--- src/rtl/phy_tx_ctrl.sv ---
// rtl/phy_tx_ctrl.sv - link-state controller and round-robin lane scheduler for the PHY TX path
module phy_tx_ctrl #(
  parameter int unsigned INIT_CYCLES = 4,
  parameter int unsigned IDLE_HOLD   = 2
) (
  input  logic       clk,
  input  logic       reset_L,
  input  logic [3:0] valid_in,
  input  logic       link_ready,
  output logic [1:0] state,
  output logic       idle,
  output logic [1:0] lane_sel,
  output logic       grant_valid,
  output logic [1:0] sym_sel,
  output logic [7:0] burst_count
);

  typedef enum logic [1:0] {
    ST_RESET  = 2'b00,
    ST_INIT   = 2'b01,
    ST_IDLE   = 2'b10,
    ST_ACTIVE = 2'b11
  } state_t;

  localparam logic [1:0] SYM_DATA = 2'b00;
  localparam logic [1:0] SYM_COM  = 2'b01;
  localparam logic [1:0] SYM_IDLE = 2'b10;

  // Parameters are limited to 1..255, so 8-bit counters always suffice.
  localparam logic [7:0] INIT_TGT = 8'(INIT_CYCLES);
  localparam logic [7:0] HOLD_TGT = 8'(IDLE_HOLD);

  state_t     state_q, state_d;
  logic [7:0] train_q, train_d;
  logic [7:0] hold_q, hold_d;
  logic       idle_d;
  logic [1:0] lane_d;
  logic       grant_d;
  logic [1:0] sym_d;
  logic [7:0] burst_d;

  logic       found;
  logic [1:0] grant_lane;
  logic [1:0] cand;
  logic       link_lost;

  assign state = state_q;

  // Round-robin search starting one past the last granted lane; offset 4 wraps
  // back to the current lane so a lone valid lane is re-granted every cycle.
  // Iterating from the farthest offset down lets the nearest valid lane win.
  always_comb begin
    found      = 1'b0;
    grant_lane = lane_sel;
    cand       = 2'b00;
    for (int i = 4; i >= 1; i--) begin
      cand = lane_sel + 2'(i);
      if (valid_in[cand]) begin
        found      = 1'b1;
        grant_lane = cand;
      end
    end
  end

  // Next-state and next-output logic; link loss overrides everything at the end.
  always_comb begin
    state_d   = state_q;
    train_d   = train_q;
    hold_d    = hold_q;
    idle_d    = idle;
    lane_d    = lane_sel;
    grant_d   = 1'b0;
    sym_d     = sym_sel;
    burst_d   = burst_count;
    link_lost = 1'b0;

    case (state_q)
      ST_RESET: begin
        state_d = ST_INIT;
        idle_d  = 1'b0;
        sym_d   = SYM_COM;
        train_d = 8'd0;
        hold_d  = 8'd0;
      end

      ST_INIT: begin
        idle_d = 1'b0;
        sym_d  = SYM_COM;
        hold_d = 8'd0;
        if (!link_ready) begin
          train_d = 8'd0;
        end else if (train_q + 8'd1 == INIT_TGT) begin
          state_d = ST_IDLE;
          train_d = 8'd0;
          idle_d  = 1'b1;
          sym_d   = SYM_IDLE;
        end else begin
          train_d = train_q + 8'd1;
        end
      end

      ST_IDLE: begin
        link_lost = !link_ready;
        idle_d    = 1'b1;
        sym_d     = SYM_IDLE;
        train_d   = 8'd0;
        hold_d    = 8'd0;
        if (|valid_in) begin
          state_d = ST_ACTIVE;
        end
      end

      ST_ACTIVE: begin
        link_lost = !link_ready;
        idle_d    = 1'b1;
        train_d   = 8'd0;
        if (found) begin
          lane_d  = grant_lane;
          grant_d = 1'b1;
          sym_d   = SYM_DATA;
          hold_d  = 8'd0;
          if (burst_count != 8'hFF) begin
            burst_d = burst_count + 8'd1;
          end
        end else begin
          sym_d = SYM_IDLE;
          if (hold_q + 8'd1 == HOLD_TGT) begin
            state_d = ST_IDLE;
            hold_d  = 8'd0;
          end else begin
            hold_d = hold_q + 8'd1;
          end
        end
      end

      default: begin
        state_d = ST_RESET;
      end
    endcase

    // Losing the partner drops straight back to training; the byte total survives.
    if (link_lost) begin
      state_d = ST_INIT;
      idle_d  = 1'b0;
      grant_d = 1'b0;
      sym_d   = SYM_COM;
      train_d = 8'd0;
      hold_d  = 8'd0;
      lane_d  = lane_sel;
      burst_d = burst_count;
    end
  end

  // State, counters and all outputs registered; asynchronous reset to idle-link values.
  always_ff @(posedge clk or negedge reset_L) begin
    if (!reset_L) begin
      state_q     <= ST_RESET;
      train_q     <= 8'd0;
      hold_q      <= 8'd0;
      idle        <= 1'b0;
      lane_sel    <= 2'd0;
      grant_valid <= 1'b0;
      sym_sel     <= SYM_COM;
      burst_count <= 8'd0;
    end else begin
      state_q     <= state_d;
      train_q     <= train_d;
      hold_q      <= hold_d;
      idle        <= idle_d;
      lane_sel    <= lane_d;
      grant_valid <= grant_d;
      sym_sel     <= sym_d;
      burst_count <= burst_d;
    end
  end

endmodule
--- config.mk ---
export PLATFORM = sky130hd
export DESIGN_NAME = phy_tx_ctrl
export DESIGN_NICKNAME = d
export VERILOG_FILES = /design/src/rtl/phy_tx_ctrl.sv
export SDC_FILE = /design/constraint.sdc
export NUM_CORES = 1
export LEC_CHECK = 0
export CORE_UTILIZATION = 56
export DETAILED_ROUTE_END_ITERATION = 12
export DONT_BUFFER_PORTS = 1
export GPL_TIMING_DRIVEN = 0
export MAX_ROUTING_LAYER = met4
export PLACE_DENSITY = 0.83
export SLEW_MARGIN = 5
export SYNTH_ARGS = -nofsm -noshare
export SYNTH_HDL_FRONTEND = slang
export SYNTH_SLANG_ARGS = --single-unit
--- constraint.sdc ---
create_clock -name clk -period 1.71 [get_ports clk]
set_input_delay 0.171 -clock clk [delete_from_list [all_inputs] [get_ports clk]]
set_output_delay 0.171 -clock clk [all_outputs]
set_load 0.03 [all_outputs]
==> flow_summary.json, run 1 <==
{
  "overall_routing_resource_usage": 0.2292,
  "io_buffer_count": 0,
  "netlist_area_um2": 1674,
  "yosys.area_share.simple": 0.2257,
  "dp_hpwl_um": 2118,
  "maximum_number_of_pins_on_one_net_before_global_route_repair": 33,
  "crit_path_start_kind": "flip-flop",
  "hold_depth": 2,
  "synth.distinct_cells": 43,
  "detailedRoute.firstPassIterationCount": 6,
  "final_critical_path_setup_slack_ns": -0.07102,
  "die-width_um": 56.68,
  "worst-slew-pin-transition_ns": 0.4454,
  "ant_cells": 0,
  "route.detailed.wl_per_inst_um": 15.88,
  "yosys.area_share.adder": 0.03737,
  "placed_area_um2": 1733,
  "setup_viol": 6,
  "postRouteAntennaNets": 0,
  "die_h_um": 56.68,
  "synth.mux.area_fraction": 0.01271,
  "critical_path_required_ns": 1.94,
  "grt_busiest_layer": "met2",
  "maxcap_violations": 0,
  "clockPowerShare": 0.334,
  "number_of_clock_buffers_inserted_by_tritoncts": 5,
  "effective_utilization_at_floorplan": 0.5968,
  "first_global_vias": 1240,
  "endpoint_kind": "flip-flop",
  "internal_power_mw": 1.201,
  "run_status": "finished, violations left",
  "final_worst_path_cycle_share": 1.042,
  "drive_gt1_frac": 0.2346,
  "htree_levels": 2,
  "synth_flop_cell": "dfrtp_1",
  "layout.cell_area.non_filler_um2": 1948,
  "crit_fanout": 4,
  "detailedPlace.worstSlack_ns": -0.1395,
  "ys_seq_elements": 32,
  "power.share.switching": 0.2832,
  "post_synthesis_mean_instance_area_um2": 10.33,
  "worst_ep_arrival_time_ns": 2.01,
  "ir_worst_vdd_uv": 978.3,
  "via_per_inst": 5.957,
  "core-area_um2": 2805,
  "placementRows": 19,
  "violations": "negative setup slack",
  "p_seq_frac": 0.549,
  "number_of_cells_on_the_worst_reg_to_reg_path": 5,
  "layout_min_cycle_time_ns": 1.781,
  "grt_util_met2": 0.3673,
  "global_route.overflow_total": 0,
  "synth_compound_area_frac": 0.1188,
  "power.combinational.fraction": 0.117,
  "ys_async_sr_fraction": 1.000,
  "postSynthNetCount": 174,
  "detailedRoute.firstIterationViolations": 67,
  "grt_use_met1": 0.2573,
  "insertion_delay_ns": 0.34,
  "leak_pwr_nw": 0.8596,
  "layout.cells.most_common": "dfrtp_1",
  "seq_area_frac_synth": 0.4791,
  "cts-root-to-sink-buffers": 2,
  "post_synth_xor_xnor_area": 0.1099,
  "met3_usage": 0.06452,
  "synth.yosys.warnings": 0,
  "first_pass_grt_wire_length_um": 5368,
  "tritoncts_num_sinks": 32,
  "gpl.final_weighted_congestion": 0.8143,
  "routed-via-count": 1251,
  "most-common-layout-cells": "dfrtp_1 (25), nor2_1 (19), nand2_1 (13), xor2_1 (12), xnor2_1 (9)",
  "rsz0062_at_grt": "yes",
  "timing_max_transition_violations_final": 0,
  "syn_inst": 162,
  "timing.max_slew.rel_slack": 0.7031,
  "clk_pin_slew_worst_paths_ns": 0.10,
  "cts_tree": "built",
  "root_buffer": "clkbuf_4",
  "utilization": 0.6945,
  "route.detailed.drc": 0,
  "synth_enable_flop_cells": 0,
  "power_density_nw_per_um2": 859.9,
  "final_nets": 190,
  "worst_clock_skew_ns": 0.01353,
  "fmax_ghz": 0.5615,
  "antenna_violations_before_repair": 0,
  "p_sw_uw": 474.4,
  "timing_hold_violations_final": 0,
  "placed_cells_incl_taps": 193,
  "io_pins": 23,
  "final_cell_count_no_fill": 210,
  "routed_wl_um": 3335,
  "min-delay-path-class": "input port to flip-flop",
  "p_r_area_growth_vs_syn_pct": 16.37,
  "synth_top_family_by_area": "simple AND/OR/NAND/NOR gates",
  "die_area_um2": 3212,
  "worst-setup-path-type": "flip-flop to flip-flop"
}
## flip-flops by register name (all words and copies together), names as in the netlist
register,cells
grant_valid,1
state,2
train_q,8
burst_count,8
hold_q,8
sym_sel,2
lane_sel,2
idle,1
## kinds of logic after synthesis
kind of cell	after synthesis
AO/OA/AOI/OAI	26
XOR/XNOR	21
adder cells (fa/ha/maj)	5
buffers and inverters	7
flip-flops	32
multiplexers	2
AND/OR/NAND/NOR	69
## stage by stage
| step | hold slack [ns] | setup TNS [ns] | total power [mW] |
|---|---|---|---|
| final | 0.06712 | -0.2404 | 1.675 |
| after global routing | 0.07306 | -0.8376 | 1.737 |
| after CTS | 0.03705 | -0.4671 | 1.675 |
| after detailed placement | -0.1241 | -0.6942 | 1.079 |
| after global placement | -0.1238 | -0.3324 | 1.061 |
| after floorplan | -0.1246 | -0.01495 | 1.039 |
## timing repair
item / CTS / global route
pin swaps: 4 / 10
setup buffers: 3 / 3
resized for setup: 5 / 14
setup endpoints to repair: 10 / 15
hold buffers: 3 / 0
endpoints found under the hold margin: 37 / 0
## critical path, stage by stage (launching register included)
cell and delay, ns:
dfrtp_2 0.52, ha_4 0.20, and3_4 0.17, a311oi_4 0.30
buf_4 0.19, mux2_4 0.29
## path summary, 6_finish.rpt
path	slack [ns]	end	start
worst min register to register	0.50	hold_q[0]	hold_q[0]
worst min-delay path	0.07	grant_valid	valid_in[3]
min in group asynchronous	0.26	state[1]	reset_L
worst max register to register	-0.07	burst_count[1]	burst_count[0]
worst max-delay path	-0.07	burst_count[1]	burst_count[0]
max in group asynchronous	1.22	sym_sel[0]	reset_L
## per-layer routing
layer	wire, um	up-vias
met5	0	-
met4	89	0
met3	168	9
met2	1676	36
met1	1401	608
li1	-	598
## synthesized netlist by cell type, types with 2 or more instances
library cell,count,area [um^2]
dfrtp_1,31,775.7
nor2_1,20,75.07
nand2_1,13,48.80
xor2_1,12,105.1
xnor2_1,9,78.83
o21ai_0,7,35.03
and3_1,5,31.28
ha_1,5,62.56
nand2b_1,5,31.28
nand3_1,5,25.02
a21oi_1,4,20.02
inv_1,4,15.01
nand4_1,4,25.02
nor2b_1,3,18.77
nor3_1,3,15.01
and4_1,2,17.52
clkbuf_1,2,7.510
o211a_1,2,20.02
o21a_1,2,15.01
## power by group through the flow
stage               Sequential (mW)  Clock [mW]  Combinational [mW]
floorplan                     0.920           0               0.119
global placement              0.929           0               0.132
detailed placement            0.933           0               0.146
CTS                           0.918       0.573               0.183
global route                  0.925       0.594               0.218
finish                        0.920       0.560               0.195
## area by class of cell
class / instances / area, um^2
Inverter: 4 / 15.01
Clock buffer: 6 / 41.29
Timing Repair Buffer: 9 / 85.08
Fill cell: 219 / 857.1
Buffer: 3 / 13.76
Tap cell: 31 / 38.79
Clock inverter: 2 / 35.03
Multi-Input combinational cell: 123 / 909.6
Sequential cell: 32 / 809.5
Power figures use the tool's default switching activity.
==> run 2, diff against run 1 <==
==> constraint.sdc (replaced) <==
create_clock -name clk -period 1.71 [get_ports clk]
set_input_delay 0.2565 -clock clk [delete_from_list [all_inputs] [get_ports clk]]
set_output_delay 0.2565 -clock clk [all_outputs]
set_load 0.03 [all_outputs]
==> run 2 against run 1 <==
The run still ends with negative setup slack left. Fmax hardly changed. Critical endpoint unchanged. Combinational power about the same. Hold slack worse by 0.033 ns.
==> flow_summary.json, run 2 (same netlist as run 1, synthesis figures left out) <==
{
  "layout.cell_area.non_filler_um2": 1958,
  "cts_tree": "built",
  "gpl.final_weighted_congestion": 0.8143,
  "crit_fanout": 4,
  "first_pass_grt_wire_length_um": 5347,
  "maxcap_violations": 0,
  "worst-setup-path-type": "flip-flop to flip-flop",
  "io_buffer_count": 0,
  "run_status": "finished, violations left",
  "number_of_clock_buffers_inserted_by_tritoncts": 5,
  "cts-root-to-sink-buffers": 2,
  "most-common-layout-cells": "dfrtp_1 (25), nor2_1 (19), nand2_1 (13), xor2_1 (12), xnor2_1 (9)",
  "min-delay-path-class": "input port to flip-flop",
  "critical_path_required_ns": 1.94,
  "detailedRoute.firstIterationViolations": 66,
  "worst-slew-pin-transition_ns": 0.4452,
  "clockPowerShare": 0.334,
  "hold_depth": 1,
  "overall_routing_resource_usage": 0.2281,
  "first_global_vias": 1238,
  "rsz0062_at_grt": "yes",
  "final_critical_path_setup_slack_ns": -0.07087,
  "layout.cells.most_common": "dfrtp_1",
  "utilization": 0.6980,
  "tritoncts_num_sinks": 32,
  "die_h_um": 56.68,
  "drive_gt1_frac": 0.2333,
  "layout_min_cycle_time_ns": 1.781,
  "violations": "negative setup slack",
  "nFillCells": 218,
  "root_buffer": "clkbuf_4",
  "multi_input_comb_area_um2": 909.6,
  "leak_pwr_nw": 0.8637,
  "routed-via-count": 1258,
  "endpoint_kind": "flip-flop",
  "worst_ep_arrival_time_ns": 2.01,
  "crit_path_start_kind": "flip-flop",
  "core-area_um2": 2805,
  "critical_path.reg2reg.endpoint": "burst_count[1]",
  "r2r_slack_ns": -0.07,
  "ir_worst_vdd_uv": 973.4,
  "sequential_cell_area_um2": 809.5,
  "biggestRegsByFlops": "burst_count x8, hold_q x8, train_q x8",
  "route.detailed.wl_per_inst_um": 15.74,
  "final_worst_path_cycle_share": 1.041,
  "fmax_ghz": 0.5615,
  "worst_clock_skew_ns": 0.01414,
  "power_density_nw_per_um2": 855.2,
  "effective_utilization_at_floorplan": 0.5968,
  "reg2reg_from": "burst_count[0]",
  "setup_viol": 6,
  "placementRows": 19,
  "global_route.overflow_total": 0,
  "ant_cells": 0,
  "timing_max_transition_violations_final": 0,
  "timing_hold_violations_final": 0,
  "postRouteAntennaNets": 0,
  "source_of_the_worst_hold_timing_path": "link_ready",
  "insertion_delay_ns": 0.34,
  "maximum_number_of_pins_on_one_net_before_global_route_repair": 33,
  "number_of_cells_on_the_worst_reg_to_reg_path": 5,
  "p_r_area_growth_vs_syn_pct": 16.97,
  "setup_total_negative_slack_ns": -0.2382,
  "routed_wl_um": 3322,
  "detailedRoute.firstPassIterationCount": 4,
  "die-width_um": 56.68,
  "power.combinational.fraction": 0.117,
  "io_pins": 23,
  "via_per_inst": 5.962,
  "p_seq_frac": 0.549,
  "hold-path-endpoint": "sym_sel[1]",
  "dp_hpwl_um": 2118,
  "antenna_violations_before_repair": 0,
  "final_nets": 191,
  "route.detailed.drc": 0,
  "p_sw_uw": 472.4,
  "timing.max_slew.rel_slack": 0.7032,
  "power.share.switching": 0.2821,
  "clk_pin_slew_worst_paths_ns": 0.10,
  "internal_power_mw": 1.202,
  "die_area_um2": 3212,
  "report.power.total_mw": 1.675,
  "placed_area_um2": 1733,
  "htree_levels": 2
}
## run 2: cell count changes in the layout (fill, tap and decap cells not counted)
| cell | previous run | this run |
|---|---|---|
| dlygate4sd3_1 | 2 | 3 |
## run 2: what timing repair did
action | in CTS | in global routing
buffers inserted | 3 | 3
gates resized for setup | 5 | 14
gates cloned | 0 | 0
endpoints found under the hold margin | 33 | 1
pin swaps | 4 | 10
endpoints found under the setup margin | 10 | 15
hold buffers | 3 | 1
## run 2: worst max path at each step
| stage | startpoint | to | cells past startpoint |
|---|---|---|---|
| finish | burst_count[0] | burst_count[1] | 5 |
| global route | burst_count[1] | burst_count[1] | 5 |
| CTS | burst_count[0] | burst_count[1] | 5 |
| detailed placement | burst_count[0] | burst_count[4] | 6 |
| global placement | burst_count[0] | burst_count[4] | 6 |
| floorplan | burst_count[0] | burst_count[4] | 6 |
## run 2: power by group through the flow
stage | clock network [mW] | logic, mW | registers (mW)
after CTS | 0.573 | 0.182 | 0.918
after global routing | 0.594 | 0.218 | 0.925
after global placement | 0 | 0.132 | 0.929
after detailed placement | 0 | 0.146 | 0.933
final | 0.559 | 0.196 | 0.920
after floorplan | 0 | 0.119 | 0.920
## run 2: critical path, cell delays in order, from the launching register on
cell	delay [ns]
dfrtp_2	0.52
ha_4	0.20
and3_4	0.17
a311oi_4	0.30
buf_4	0.19
mux2_4	0.29
## run 2: per-stage QoR
step	std cells	setup slack, ns	hold WS [ns]
6_report	211	-0.07087	0.03459
5_1_grt	211	-0.1242	0.02020
4_1_cts	207	-0.1007	0.007767
3_5_place_dp	193	-0.1395	-0.03862
3_3_place_gp	193	-0.1009	-0.03829
2_1_floorplan	162	-0.01422	-0.03909
## run 2: per-layer routing
metal	global-route usage	share of wire
met1	0.2557	0.42
met2	0.3656	0.51
met3	0.06452	0.045
met4	0.1286	0.027
met5	-	0
## run 2: cell type report
| type | count | share of cell area |
|---|---|---|
| multi-input combinational | 123 | 0.4645 |
| clock inverter | 2 | 0.01789 |
| sequential | 32 | 0.4134 |
| timing repair buffer | 10 | 0.04856 |
| buffer | 3 | 0.007029 |
| clock buffer | 6 | 0.02109 |
| inverter | 4 | 0.007668 |
| tap | 31 | 0.01981 |
==> run 3, diff against run 2 <==
--- a/config.mk
+++ b/config.mk
@@ -11,6 +11,7 @@
 export GPL_TIMING_DRIVEN = 0
 export MAX_ROUTING_LAYER = met4
 export PLACE_DENSITY = 0.83
+export RECOVER_POWER = 100
 export SLEW_MARGIN = 5
 export SYNTH_ARGS = -nofsm -noshare
 export SYNTH_HDL_FRONTEND = slang
==> run 3 against run 2 <==
The run still ends with negative setup slack left. Core utilization shrank 0.94 points. Register-to-register slack is essentially flat. Wire length grew 0.15%. Cell area shrank 1.3%. Clock-buffer cell count is the same. Setup slack is essentially flat. Critical endpoint unchanged. Largest cell class unchanged. Largest power group unchanged.
==> flow_summary.json, run 3 (same netlist as run 1, synthesis figures left out) <==
{
  "critical_path_required_ns": 1.94,
  "placed_cells_incl_taps": 193,
  "hold_depth": 1,
  "fmax_ghz": 0.5615,
  "power.share.switching": 0.2825,
  "timing.max_slew.rel_slack": 0.4933,
  "number_of_cells_on_the_worst_reg_to_reg_path": 5,
  "internal_power_mw": 1.196,
  "final_cell_count_no_fill": 211,
  "insertion_delay_ns": 0.34,
  "reg2reg_from": "burst_count[0]",
  "ir_worst_vdd_uv": 976.6,
  "worst-setup-path-type": "flip-flop to flip-flop",
  "setup_total_negative_slack_ns": -0.2412,
  "run_status": "finished, violations left",
  "critical_path.reg2reg.endpoint": "burst_count[1]",
  "effective_utilization_at_floorplan": 0.5968,
  "clockPowerShare": 0.335,
  "cts-root-to-sink-buffers": 2,
  "worst_clock_skew_ns": 0.01410,
  "route.detailed.wl_per_inst_um": 15.77,
  "die-width_um": 56.68,
  "ant_cells": 0,
  "endpoint_kind": "flip-flop",
  "p_seq_frac": 0.551,
  "most-common-layout-cells": "dfrtp_1 (27), nor2_1 (19), nand2_1 (13), xor2_1 (12), xnor2_1 (9)",
  "report.power.total_mw": 1.667,
  "gpl.final_weighted_congestion": 0.8143,
  "route.detailed.drc": 0,
  "io_buffer_count": 0,
  "final_worst_path_cycle_share": 1.042,
  "worst-slew-pin-transition_ns": 0.7601,
  "power_density_nw_per_um2": 862.9,
  "final_nets": 191,
  "multi_input_comb_area_um2": 900.9,
  "maximum_number_of_pins_on_one_net_before_global_route_repair": 33,
  "number_of_clock_buffers_inserted_by_tritoncts": 5,
  "placementRows": 19,
  "root_buffer": "clkbuf_4",
  "layout.cell_area.non_filler_um2": 1932,
  "hold-path-endpoint": "sym_sel[1]",
  "routed_wl_um": 3327,
  "drive_gt1_frac": 0.2000,
  "layout.cells.most_common": "dfrtp_1",
  "antenna_violations_before_repair": 0,
  "power.combinational.fraction": 0.114,
  "routed-via-count": 1263,
  "critical_path_startpoint": "burst_count[0]",
  "sequential_cell_area_um2": 807.0,
  "first_global_vias": 1238,
  "die_h_um": 56.68,
  "r2r_slack_ns": -0.07,
  "global_route.overflow_total": 0,
  "worst_ep_arrival_time_ns": 2.01,
  "detailedRoute.firstIterationViolations": 59,
  "tritoncts_num_sinks": 32,
  "detailedRoute.firstPassIterationCount": 4,
  "first_pass_grt_wire_length_um": 5347,
  "timing_hold_violations_final": 0,
  "via_per_inst": 5.986,
  "biggestRegsByFlops": "burst_count x8, hold_q x8, train_q x8",
  "postRouteAntennaNets": 0,
  "p_r_area_growth_vs_syn_pct": 15.40,
  "leak_pwr_nw": 0.8647,
  "htree_levels": 2,
  "cts_tree": "built",
  "p_sw_uw": 471.0,
  "dp_hpwl_um": 2118,
  "crit_fanout": 4,
  "timing_max_transition_violations_final": 0,
  "layout_min_cycle_time_ns": 1.781,
  "setup_viol": 6,
  "source_of_the_worst_hold_timing_path": "link_ready",
  "overall_routing_resource_usage": 0.2281,
  "nFillCells": 225,
  "io_pins": 23,
  "crit_path_start_kind": "flip-flop",
  "final_critical_path_setup_slack_ns": -0.07110,
  "die_area_um2": 3212,
  "maxcap_violations": 0,
  "rsz0062_at_grt": "yes",
  "violations": "negative setup slack",
  "core-area_um2": 2805,
  "placed_area_um2": 1733,
  "min-delay-path-class": "input port to flip-flop",
  "clk_pin_slew_worst_paths_ns": 0.10
}
## run 3: changes by cell type in the layout (fill, tap and decap cells not counted), sizes merged
cell    before  now
buf          7    6
clkbuf       9   10
## run 3: how the worst max path moves through the flow
stage | cells after the start | to
final | 5 | burst_count[1]
after global routing | 5 | burst_count[1]
after CTS | 5 | burst_count[1]
after detailed placement | 6 | burst_count[4]
after global placement | 6 | burst_count[4]
after floorplan | 6 | burst_count[4]
## run 3: worst max-delay path, cell delays in order (launching register included)
cell and delay [ns]:
dfrtp_2 0.52, ha_4 0.20, and3_4 0.17, a311oi_4 0.30
buf_4 0.19, mux2_4 0.29
## run 3: layout make-up
class / instances / area share
multi-input cells: 123 / 0.4663
flip-flops and latches: 32 / 0.4177
repair buffers: 10 / 0.04145
clock buffers: 6 / 0.02137
well taps: 31 / 0.02008
clock inverters: 2 / 0.01813
inverters: 4 / 0.007772
plain buffers: 3 / 0.007124
## run 3: power by group through the flow
stage          Clock [mW]  Combinational (mW)  Sequential (mW)
2_1_floorplan           0               0.119            0.920
3_3_place_gp            0               0.132            0.929
3_5_place_dp            0               0.146            0.933
4_1_cts             0.573               0.182            0.918
5_1_grt             0.594               0.213            0.923
6_report            0.559               0.190            0.918
## run 3: metrics by stage
stage / setup slack, ns / utilization / hold WS (ns)
3_5_place_dp: -0.1395 / 0.6178 / -0.03862
3_3_place_gp: -0.1009 / 0.6178 / -0.03829
6_report: -0.07110 / 0.6887 / 0.03490
5_1_grt: -0.1242 / 0.6887 / 0.02020
2_1_floorplan: -0.01422 / - / -0.03909
4_1_cts: -0.1007 / 0.6726 / 0.007767
## run 3: layer usage
metal  track usage  part of all wire  vias to the layer above
met5             -                 0                        -
met4        0.1286             0.022                        0
met3       0.06452             0.051                        7
met2        0.3656              0.51                       36
met1        0.2557              0.42                      615
li1              -                 -                      605
## run 3: repair_timing
action,CTS,global route
cloned,0,0
setup endpoints to repair,10,15
buffers inserted,3,3
pin swaps,4,10
gates resized for setup,5,14
hold endpoints to repair,33,1
hold buffers,3,1
